File: config.mk
export PLATFORM = sky130hd
export DESIGN_NAME = cypher_input_fifo
export DESIGN_NICKNAME = d
export VERILOG_FILES = /design/src/rtl/cypher_input_fifo.sv
export SDC_FILE = /design/constraint.sdc
export NUM_CORES = 1
export LEC_CHECK = 0
export CAP_MARGIN = 20
export CORE_MARGIN = 4
export CORE_UTILIZATION = 35
export DETAILED_ROUTE_END_ITERATION = 10
export GPL_TIMING_DRIVEN = 0
export SYNTH_ARGS = -nofsm -noshare
export SYNTH_HDL_FRONTEND = slang
export SYNTH_SLANG_ARGS = --single-unit
export TNS_END_PERCENT = 1
File: constraint.sdc
create_clock -name clock -period 6.22 [get_ports clock]
set_input_delay 0.622 -clock clock [delete_from_list [all_inputs] [get_ports clock]]
set_output_delay 0.622 -clock clock [all_outputs]
set_load 0.02 [all_outputs]
File: src/rtl/cypher_input_fifo.sv
// Circular input FIFO feeding the cypher detector: valid/ready on the source side,
// pop-on-read toward the detector, with registered decimal-digit decode of each popped character.
module cypher_input_fifo #(
   parameter int DEPTH = 8,
   parameter int WIDTH = 8
) (
   input  logic                     clock,
   input  logic                     reset,
   input  logic                     in_valid,
   input  logic [WIDTH-1:0]         in_data,
   output logic                     in_ready,
   input  logic                     read,
   output logic                     stop,
   output logic [WIDTH-1:0]         data_out,
   output logic [3:0]               digit,
   output logic                     check,
   output logic [$clog2(DEPTH):0]   count,
   output logic                     overflow
);

   localparam int unsigned AW = $clog2(DEPTH);
   localparam int unsigned CW = AW + 1;
   localparam logic [CW-1:0] DEPTH_C = CW'(DEPTH);

   logic [WIDTH-1:0] mem_q [DEPTH];
   logic [AW-1:0]    wp_q, wp_d;
   logic [AW-1:0]    rp_q, rp_d;
   logic [CW-1:0]    count_q, count_d;
   logic [WIDTH-1:0] data_out_q;
   logic [3:0]       digit_q;
   logic             check_q;
   logic             overflow_q;

   logic             full, empty, push, pop;
   logic [WIDTH-1:0] rd_char;
   logic             rd_is_digit;

   assign full  = (count_q == DEPTH_C);
   assign empty = (count_q == '0);
   // Ready comes only from occupancy, so a pop never opens a slot in the same cycle.
   assign push  = in_valid && !full;
   assign pop   = read && !empty;

   assign rd_char     = mem_q[rp_q];
   assign rd_is_digit = (rd_char >= WIDTH'(8'h30)) && (rd_char <= WIDTH'(8'h39));

   always_comb begin
      // NOTE: every combinational output gets a default first, so no path leaves it unassigned and no latch is inferred.
      wp_d    = wp_q;
      rp_d    = rp_q;
      count_d = count_q;
      if (push) wp_d = wp_q + AW'(1);
      if (pop)  rp_d = rp_q + AW'(1);
      case ({push, pop})
         2'b10:   count_d = count_q + CW'(1);
         2'b01:   count_d = count_q - CW'(1);
         default: count_d = count_q;
      endcase
   end

   // NOTE: the storage array has no reset; its contents are unreachable until written, and leaving it out keeps it a plain register file.
   always_ff @(posedge clock) begin
      if (push) mem_q[wp_q] <= in_data;
   end

   // NOTE: sequential state uses non-blocking assignments so every register samples pre-edge values.
   always_ff @(posedge clock or posedge reset) begin
      if (reset) begin
         wp_q       <= '0;
         rp_q       <= '0;
         count_q    <= '0;
         data_out_q <= '0;
         digit_q    <= '0;
         check_q    <= 1'b0;
         overflow_q <= 1'b0;
      end else begin
         wp_q    <= wp_d;
         rp_q    <= rp_d;
         count_q <= count_d;
         if (pop) begin
            data_out_q <= rd_char;
            check_q    <= rd_is_digit;
            digit_q    <= rd_is_digit ? rd_char[3:0] : 4'd0;
         end
         if (in_valid && full) overflow_q <= 1'b1;
      end
   end

   assign in_ready = !full;
   assign stop     = empty;
   assign data_out = data_out_q;
   assign digit    = digit_q;
   assign check    = check_q;
   assign count    = count_q;
   assign overflow = overflow_q;

endmodule

## After elaboration in Yosys (flattened, before gate mapping)

Memory sizes are Yosys's and may differ from the RTL's.
Index checks and enable logic that the tools add are counted.

- Equal/unequal tests: 3
- Mux-type cells: 4
- Magnitude comparators: 2
- Add/subtract/negate cells: 4
- Reductions and logical operators: 8

Operator list:

| kind | count |
|---|---|
| >= comparator 8 x 6 -> 1 bit (second input constant) | 1 |
| less-or-equal comparator 8 x 6 -> 1 bit (second input constant) | 1 |
| case mux 4 bit (2 select lines) | 1 |
| adder 3 x 1 -> 3 bit (second input constant) | 2 |
| adder 4 x 1 -> 4 bit (second input constant) | 1 |
| == test 4 bit (second input constant) | 1 |
| logical AND 1 bit | 4 |
| logical NOT 4 bit | 1 |
| two-way mux 4 bit | 1 |
| subtractor 4 x 1 -> 4 bit (second input constant) | 1 |
| == test 2 x 1 -> 1 bit (second input constant) | 1 |
| == test 2 bit (second input constant) | 1 |
| logical NOT 1 bit | 2 |
| two-way mux 1 bit | 2 |
| nonzero test 2 bit | 1 |

- Memories kept: 1
- Bits in registers: 24
- Output and inout port bits: 20
- Bits in writable memories: 64
- Logic and storage cells: 29

Memory list:

| memory | words | bits a word | read ports | clocked after Yosys merged registers in | write ports | RTL line | RTL |
|---|---|---|---|---|---|---|---|
| mem_q | 8 | 8 | 1 | 0 | 1 | 25 | `logic [WIDTH-1:0] mem_q [DEPTH];` |

## Depth between registers and ports, before layout

Gate-level depths: netlist (run 1).

- Depth after elaboration: 5
- Gate-level depth with buffers: 11

## Least setup slack after synthesis (run 1)

OpenSTA, ideal clock, no wires.

- Path type: flip-flop to flip-flop
- Start point: register count_q[2] (netlist: count[2])
- End point: register count_q[3] (netlist: count[3])
- Stages on the path, launching flop included: 12
- Data arrival time: 2.917 ns
- Path buffers: 1
- Clock period less this slack: 3.051 ns
- Slack: 3.169 ns
- Path through: dfrtp_1 -> nor4_1 -> nand2b_1 -> clkbuf_1 -> inv_1 -> ha_1 -> ha_1 -> a21o_1 -> a21oi_1 -> xnor2_1 -> nor2_1 -> xor2_1

- Longest elaborated chain between the ends: 5
- Elaborated cells on any way between the ends: 12
- Classes of those cells: add/sub: 2; eq/ne: 3; mux: 1; reduce/logical: 6

RTL lines:

| element | RTL line | RTL |
|---|---|---|
| start, declared | 28 | `logic [CW-1:0] count_q, count_d;` |
| start signal, assigned | 79 | `count_q <= count_d;` |
| logical NOT 4 bit (*) | 39 | `assign empty = (count_q == '0);` |
| named net stop | 13 | `output logic stop,` |
| logical NOT 1 bit (*) | 42 | `assign pop = read && !empty;` |
| logical AND 1 bit (*) | 42 |  |
| named net pop | 34 | `logic full, empty, push, pop;` |
| == test 2 x 1 -> 1 bit / == test 2 bit (equally long branches) | 54 | `case ({push, pop})` |
| case mux 4 bit (2 select lines) / nonzero test 2 bit (equally long branches) | -- |  |

The timed path passes the listed nets; every way through them passes the cells marked *.
A chain may end at the register's enable or synchronous reset.

## Final worst setup path (run 1)

- Start point: register count_q[2] (netlist: count[2])
- End point: register count_q[3] (netlist: count[3])

- Longest elaborated chain between the ends: 5
- Elaborated cells on any way between the ends: 12
- Classes of those cells: add/sub: 2; eq/ne: 3; mux: 1; reduce/logical: 6

RTL lines:

| element | RTL line |
|---|---|
| logical NOT 4 bit (*) | 39 |
| logical NOT 1 bit (*) | 42 |
| logical AND 1 bit (*) | 42 |
| named net pop | 34 |
| == test 2 x 1 -> 1 bit / == test 2 bit (equally long branches) | 54 |
| case mux 4 bit (2 select lines) / nonzero test 2 bit (equally long branches) | -- |

Marks and branches as above.

==> results.md, run 1 <==
* Global-route wire length before repair at 9.83 mm
* DRC viols at 0
* Setup Skew at 0.00850 ns
* Initial core utilization at 36.3%
* Reg2reg path depth at 11
* Synth Flop Type: edfxtp_1
* Setup TNS Final at 0 ns
* Design Power at 1920 uW
* Clock power frac at 18.7%
* Psw at 653 uW
* IO Port Bufs at 31
* Post CTS Setup Buffer Count at 0
* Syn_nets at 214
* HP Class: reg2reg
* Overall Global Routing Usage at 11.3%
* Hold Path Cell Cnt at 1
* Share of layout cells above drive strength 1 at 12.8%
* Die W at 109 um
* RSZ-0062 raised after global routing: false
* Row cnt at 36
* Core box area at 9860 um^2
* Final count of pins violating max slew at 0
* HPWL after detailed placement at 4.12 mm
* Post-layout min period at 2.72 ns
* CTS clk-pin slew, worst paths at 0.09 ns
* Initial DRC count at 100
* Routed WL at 6.16 mm
* Mapped cell area at 3580 um^2
* Warnings, synthesis at 0
* Hold wc startpoint: overflow
* Combinational fraction of design power at 37.3%
* Headroom to the max-slew limit at 36.3%
* Setup crit start kind: flip-flop
* Biggest cell delay along the critical path at 0.43 ns
* CP Capture Type: flip-flop
* Sequential-to-total area share from yosys stat at 70.5%
* Worst Hold Endpoint: overflow
* Initial antenna violation count at 0
* Cell count after synthesis at 196
* Register Area at 2520 um^2
* GPL Wtd Cong at 0.692
* # clock sinks at 88
* Finish-stage setup viols at 0
* Clock Root Buffer: clkbuf_8
* Buffer depth of the longest clock path at 2
* Post-synth EDFFs at 64
* Net Sw Frac at 34.1%
* Reg2reg setup slack at 3.50 ns
* Post-Place Worst Slack at 3.31 ns
* Area Growth Syn to Fin at 18.6%
* Final Hold Viols at 0
* Crit-path cells: nor4_1, nand2b_1, clkbuf_1, inv_1, ha_1, ha_1, a21o_1, a21oi_1, xnor2_1, nor2_1, xor2_1
* Crit Path Category: reg2reg
* Final setup margin at 3.50 ns
* Max-Cap Viols at 0
* Die Span Y at 109 um
* Share of power burned in registers at 44.0%
* Slowest-stage cell, CP: dfrtp_1
* Clk_lat worst skew at 0.35 ns
* Die area at 11,900 um^2
* Syn_area_per_cell at 18.3 um^2
* CP bufs+invs at 2
* Layout Utilization at 43.0%
* Synth cell types at 33
* Least-Margin Pin Slew at 0.953 ns
* Reg2reg start: count[2]
* Detailed-router iteration count before antenna repair at 4
* Antenna Cells at 0
* Gr ovfl total at 0
* Fin crit share at 43.7%
* Yosys reg bits at 88
* Area of the multi-input gates at 995 um^2
* Net count, final at 256
* Max IR drop VDD at 0.140 mV
* # hold bufs at CTS at 0
* Data required, critical path at 6.46 ns
* Highest-count cells in the layout ignoring fill and taps: edfxtp_1, clkdlybuf4s50_1, dfrtp_1
* Static leakage at 0.00156 uW
* Commonest non-fill, non-tap cell in the layout: edfxtp_1
* Outcome: complete, no violations
* Fmax at 0.368 GHz
* TritonCTS clock tree: built
* PD cells at 452 nW/um^2
* CP most frequent cell: ha_1
* DR vias/cell at 4.82
* Antenna viol nets, final at 0
* Post-synthesis async set-or-reset flop share at 27.3%
* Wire per inst at 16.4 um
* Post-cts repair resize count at 0
* Vias in the first global route at 1,801
* Num ports at 32
* R2R Path End: count[3]
* CP max FO at 8
* Largest net degree at the start of global routing at 25
* Num CTS Buffers at 9
* DR vias at 1,811
* Critical path arrival at 2.96 ns
* # fillers at 863
* Int Pwr at 1260 uW
* CTS HTree Levels at 3
* Family with the most delay on the worst path: simple AND/OR/NAND/NOR gates
power by group through the flow:
stage / Sequential (uW) / Clock (uW) / Combinational, uW
2_1_floorplan: 899 / 0 / 430
6_report: 843 / 359 / 715
3_5_place_dp: 857 / 0 / 726
5_1_grt: 859 / 400 / 779
4_1_cts: 845 / 373 / 727
3_3_place_gp: 850 / 0 / 713
stage by stage:
stage / cell area (um^2) / hold slack (ns) / cells
floorplan: 3580 / 0.488 / 196
global placement: 4060 / 0.452 / 360
detailed placement: 4070 / 0.463 / 360
CTS: 4240 / 0.484 / 376
global route: 4240 / 0.509 / 376
finish: 4240 / 0.475 / 376
logic make-up after synthesis:
kind of cell             Yosys count  share of synthesized area (%)
multiplexers                      26                           14.8
XOR/XNOR                           7                           1.71
AND/OR/NAND/NOR                   39                           5.04
AO/OA/AOI/OAI                     18                           3.64
buffers and inverters             12                           1.99
flip-flops                        88                           70.5
adder cells (fa/ha/maj)            6                           2.31
worst register-to-register path: stages (launching register included):
cell,delay [ns]
dfrtp_1,0.43
nor4_1,0.36
nand2b_1,0.16
clkbuf_1,0.28
inv_1,0.16
ha_1,0.24
ha_1,0.28
a21o_1,0.18
a21oi_1,0.17
xnor2_1,0.14
nor2_1,0.07
xor2_1,0.14
layer usage:
| metal | share of wire, % | up-vias | track usage, % |
|---|---|---|---|
| met1 | 47 | 912 | 14.9 |
| met3 | 3.2 | 10 | 1.95 |
| met2 | 48 | 33 | 17.9 |
| li1 | - | 856 | - |
| met5 | 0 | - | 0 |
| met4 | 2.4 | 0 | 5.68 |
area by class of cell:
cell class	instances	area share, %
plain buffers	7	1.24
clock buffers	9	2.92
clock inverters	7	1.30
inverters	5	0.442
multi-input cells	96	23.4
flip-flops and latches	88	59.4
well taps	133	3.92
repair buffers	31	7.31
Yosys cell counts, types with 2 or more instances:
library cell | n | share of area (%)
a21o_1 | 4 | 0.84
buf_2 | 2 | 0.28
clkbuf_1 | 2 | 0.21
dfrtp_1 | 24 | 17
nor3_1 | 3 | 0.42
edfxtp_1 | 64 | 54
o21ai_0 | 7 | 0.98
ha_1 | 5 | 1.7
nor2_1 | 10 | 1.0
xnor2_1 | 5 | 1.2
nand2_1 | 17 | 1.8
mux4_1 | 15 | 11
nand2b_1 | 3 | 0.52
a32o_1 | 3 | 0.84
nand3_1 | 2 | 0.28
mux2i_1 | 8 | 2.2
xor2_1 | 2 | 0.49
inv_1 | 5 | 0.52
sequential cells by signal (all words and copies together) (netlist names):
register / cells
mem_q: 64
wp_q: 3
data_out: 8
digit: 4
rp_q: 3
check: 1
overflow: 1
count: 4
worst max path at each step:
stage / start / end / slack [ns] / cells after the start
floorplan: count[2] / count[3] / 3.17 / 11
global placement: in_valid / mem_q[0][7] / 3.03 / 4
detailed placement: read / count[3] / 3.31 / 11
CTS: count[2] / count[3] / 3.46 / 11
global route: count[3] / count[3] / 3.28 / 11
finish: count[2] / count[3] / 3.50 / 11
No activity file was read; power rests on OpenSTA's default activity.
==> inputs of run 2 (changes only) <==
==> constraint.sdc (replaced) <==
create_clock -name clock -period 2.25 [get_ports clock]
set_input_delay 0.225 -clock clock [delete_from_list [all_inputs] [get_ports clock]]
set_output_delay 0.225 -clock clock [all_outputs]
set_load 0.02 [all_outputs]
==> results.md, run 2 (synthesis results as in run 1) <==
* Outcome: complete, no violations
* Num ports at 32 (unchanged)
* Initial DRC count at 82 (-18%)
* Core box area at 9860 um^2 (unchanged)
* Crit Path Category: reg2reg
* Clock Root Buffer: clkbuf_8
* Finish-stage setup viols at 0 (unchanged)
* Headroom to the max-slew limit at 38.1% (+1.9 points)
* Buffer depth of the longest clock path at 2 (unchanged)
* Share of layout cells above drive strength 1 at 20.6% (+7.9 points)
* Antenna viol nets, final at 0 (unchanged)
* Fin crit share at 97.2% (+53 points)
* Area of the multi-input gates at 1080 um^2 (+8.6%)
* DRC viols at 0 (unchanged)
* Num CTS Buffers at 9 (unchanged)
* Initial core utilization at 36.3% (unchanged)
* Highest-count cells in the layout ignoring fill and taps: edfxtp_1, clkdlybuf4s50_1, dfrtp_1
* Final count of pins violating max slew at 0 (unchanged)
* Die W at 109 um (unchanged)
* Fmax at 0.457 GHz (+24%)
* Vias in the first global route at 1,805 (+0.22%)
* HP Class: in2async
* Overall Global Routing Usage at 11.5% (+0.24 points)
* Layout Utilization at 44.4% (+1.4 points)
* Die Span Y at 109 um (unchanged)
* CP max FO at 5 (-3)
* Design Power at 5480 uW (+190%)
* DR vias/cell at 4.80 (-0.40%)
* Initial antenna violation count at 0 (unchanged)
* Top reg by flops: mem_q
* Gr ovfl total at 0 (unchanged)
* Routed WL at 6.18 mm (+0.26%)
* Row cnt at 36 (unchanged)
* Detailed-router iteration count before antenna repair at 4 (unchanged)
* Data required, critical path at 2.49 ns (-3.97 ns)
* Register Area at 2530 um^2 (+0.20%)
* CTS clk-pin slew, worst paths at 0.09 ns (about the same)
* Max-Cap Viols at 0 (unchanged)
* Clk_lat worst skew at 0.35 ns (about the same)
* Post-layout min period at 2.19 ns (-0.533 ns)
* IO Port Bufs at 31 (unchanged)
* Psw at 1870 uW (+190%)
* Commonest non-fill, non-tap cell in the layout: edfxtp_1
* PD cells at 1250 nW/um^2 (+180%)
* Combinational fraction of design power at 38.8% (+1.5 points)
* Wire per inst at 16.3 um (-0.80%)
* DR vias at 1,823 (+0.66%)
* Placed cells at 360 (unchanged)
* GPL Wtd Cong at 0.734 (+6.1%)
* Max reg flops at 64 (unchanged)
* Largest net degree at the start of global routing at 25 (unchanged)
* Net Sw Frac at 34.2% (+0.11 points)
* RSZ-0062 raised after global routing: true
* Antenna Cells at 0 (unchanged)
* Global-route wire length before repair at 9.92 mm (+0.99%)
* Clock power frac at 18.0% (-0.7 points)
* HPWL after detailed placement at 4.13 mm (+0.11%)
* Least-Margin Pin Slew at 0.925 ns (-0.0278 ns)
* Reg2reg setup slack at 0.06 ns (-3.44 ns)
* Final non-filler cell total at 380 (+1.1%)
* Critical path arrival at 2.43 ns (-0.53 ns)
* Share of power burned in registers at 43.2% (-0.8 points)
* Setup crit start kind: flip-flop
* Setup Skew at 0.0117 ns (+0.00321 ns)
* Post-route cell area at 4380 um^2 (+3.3%)
* Die area at 11,900 um^2 (unchanged)
* Int Pwr at 3610 uW (+190%)
* Final Hold Viols at 0 (unchanged)
* # fillers at 853 (-1.2%)
* CTS HTree Levels at 3 (unchanged)
* # clock sinks at 88 (unchanged)
* Static leakage at 0.00158 uW (+1.4%)
* Area Growth Syn to Fin at 22.5%
* Max IR drop VDD at 0.491 mV (+250%)
* TritonCTS clock tree: built
* DP Area at 4120 um^2 (+1.4%)
* Net count, final at 260 (+1.6%)
* CP Capture Type: flip-flop
==> run 2: metrics by stage <==
step	setup WS (ns)	hold WS (ns)	setup TNS, ns
after global routing	-0.0413	0.470	-0.0413
after CTS	-0.0200	0.406	-0.0200
final	0.0639	0.371	0
after global placement	-0.290	0.452	-6.95
after detailed placement	-0.171	0.464	-4.39
after floorplan	-0.0850	0.239	-0.0850
==> run 2: power groups by stage <==
| stage | clock [uW] | combinational [uW] | sequential, uW |
|---|---|---|---|
| 2_1_floorplan | 0 | 1240 | 2520 |
| 3_3_place_gp | 0 | 2020 | 2390 |
| 3_5_place_dp | 0 | 2050 | 2400 |
| 4_1_cts | 1020 | 2070 | 2380 |
| 5_1_grt | 1100 | 2310 | 2420 |
| 6_report | 986 | 2130 | 2370 |
==> run 2: critical path, stage by stage, from the launching register on <==
cell,delay (ns)
dfrtp_2,0.46
nor4_4,0.30
nand2b_4,0.17
buf_8,0.10
inv_6,0.04
ha_4,0.16
ha_4,0.20
a21o_1,0.16
a21oi_2,0.15
xnor2_1,0.14
nor2_1,0.07
xor2_1,0.13
==> run 2: cell type report <==
| cell class | count | share of cell area [%] |
|---|---|---|
| Sequential cell | 88 | 57.6 |
| Timing Repair Buffer | 35 | 7.76 |
| Buffer | 7 | 1.51 |
| Clock inverter | 6 | 1.20 |
| Tap cell | 133 | 3.80 |
| Multi-Input combinational cell | 96 | 24.6 |
| Clock buffer | 10 | 2.91 |
| Inverter | 5 | 0.542 |
==> run 2: final timing paths <==
kind / start / endpoint / cells past startpoint
worst min-delay path: reset / data_out[2] / 2
worst min register to register: overflow / overflow / 1
min in group clock: overflow / overflow / 1
max in group asynchronous: reset / count[0] / 2
worst max-delay path: count[2] / count[3] / 11
worst max register to register: count[2] / count[3] / 11
==> run 2: routing by layer <==
layer | GRT usage (%) | vias to the layer above | share of wire, %
met3 | 2.25 | 9 | 3.8
li1 | - | 860 | -
met2 | 18.3 | 35 | 47
met5 | 0 | - | 0
met4 | 5.14 | 0 | 1.8
met1 | 15.3 | 919 | 47
==> run 2: repair_timing <==
item / 4_1_cts / 5_1_grt
pin swaps: 0 / 4
setup buffers: 0 / 4
hold buffers: 0 / 0
setup endpoints to repair: 33 / 35
gates resized for setup: 5 / 9
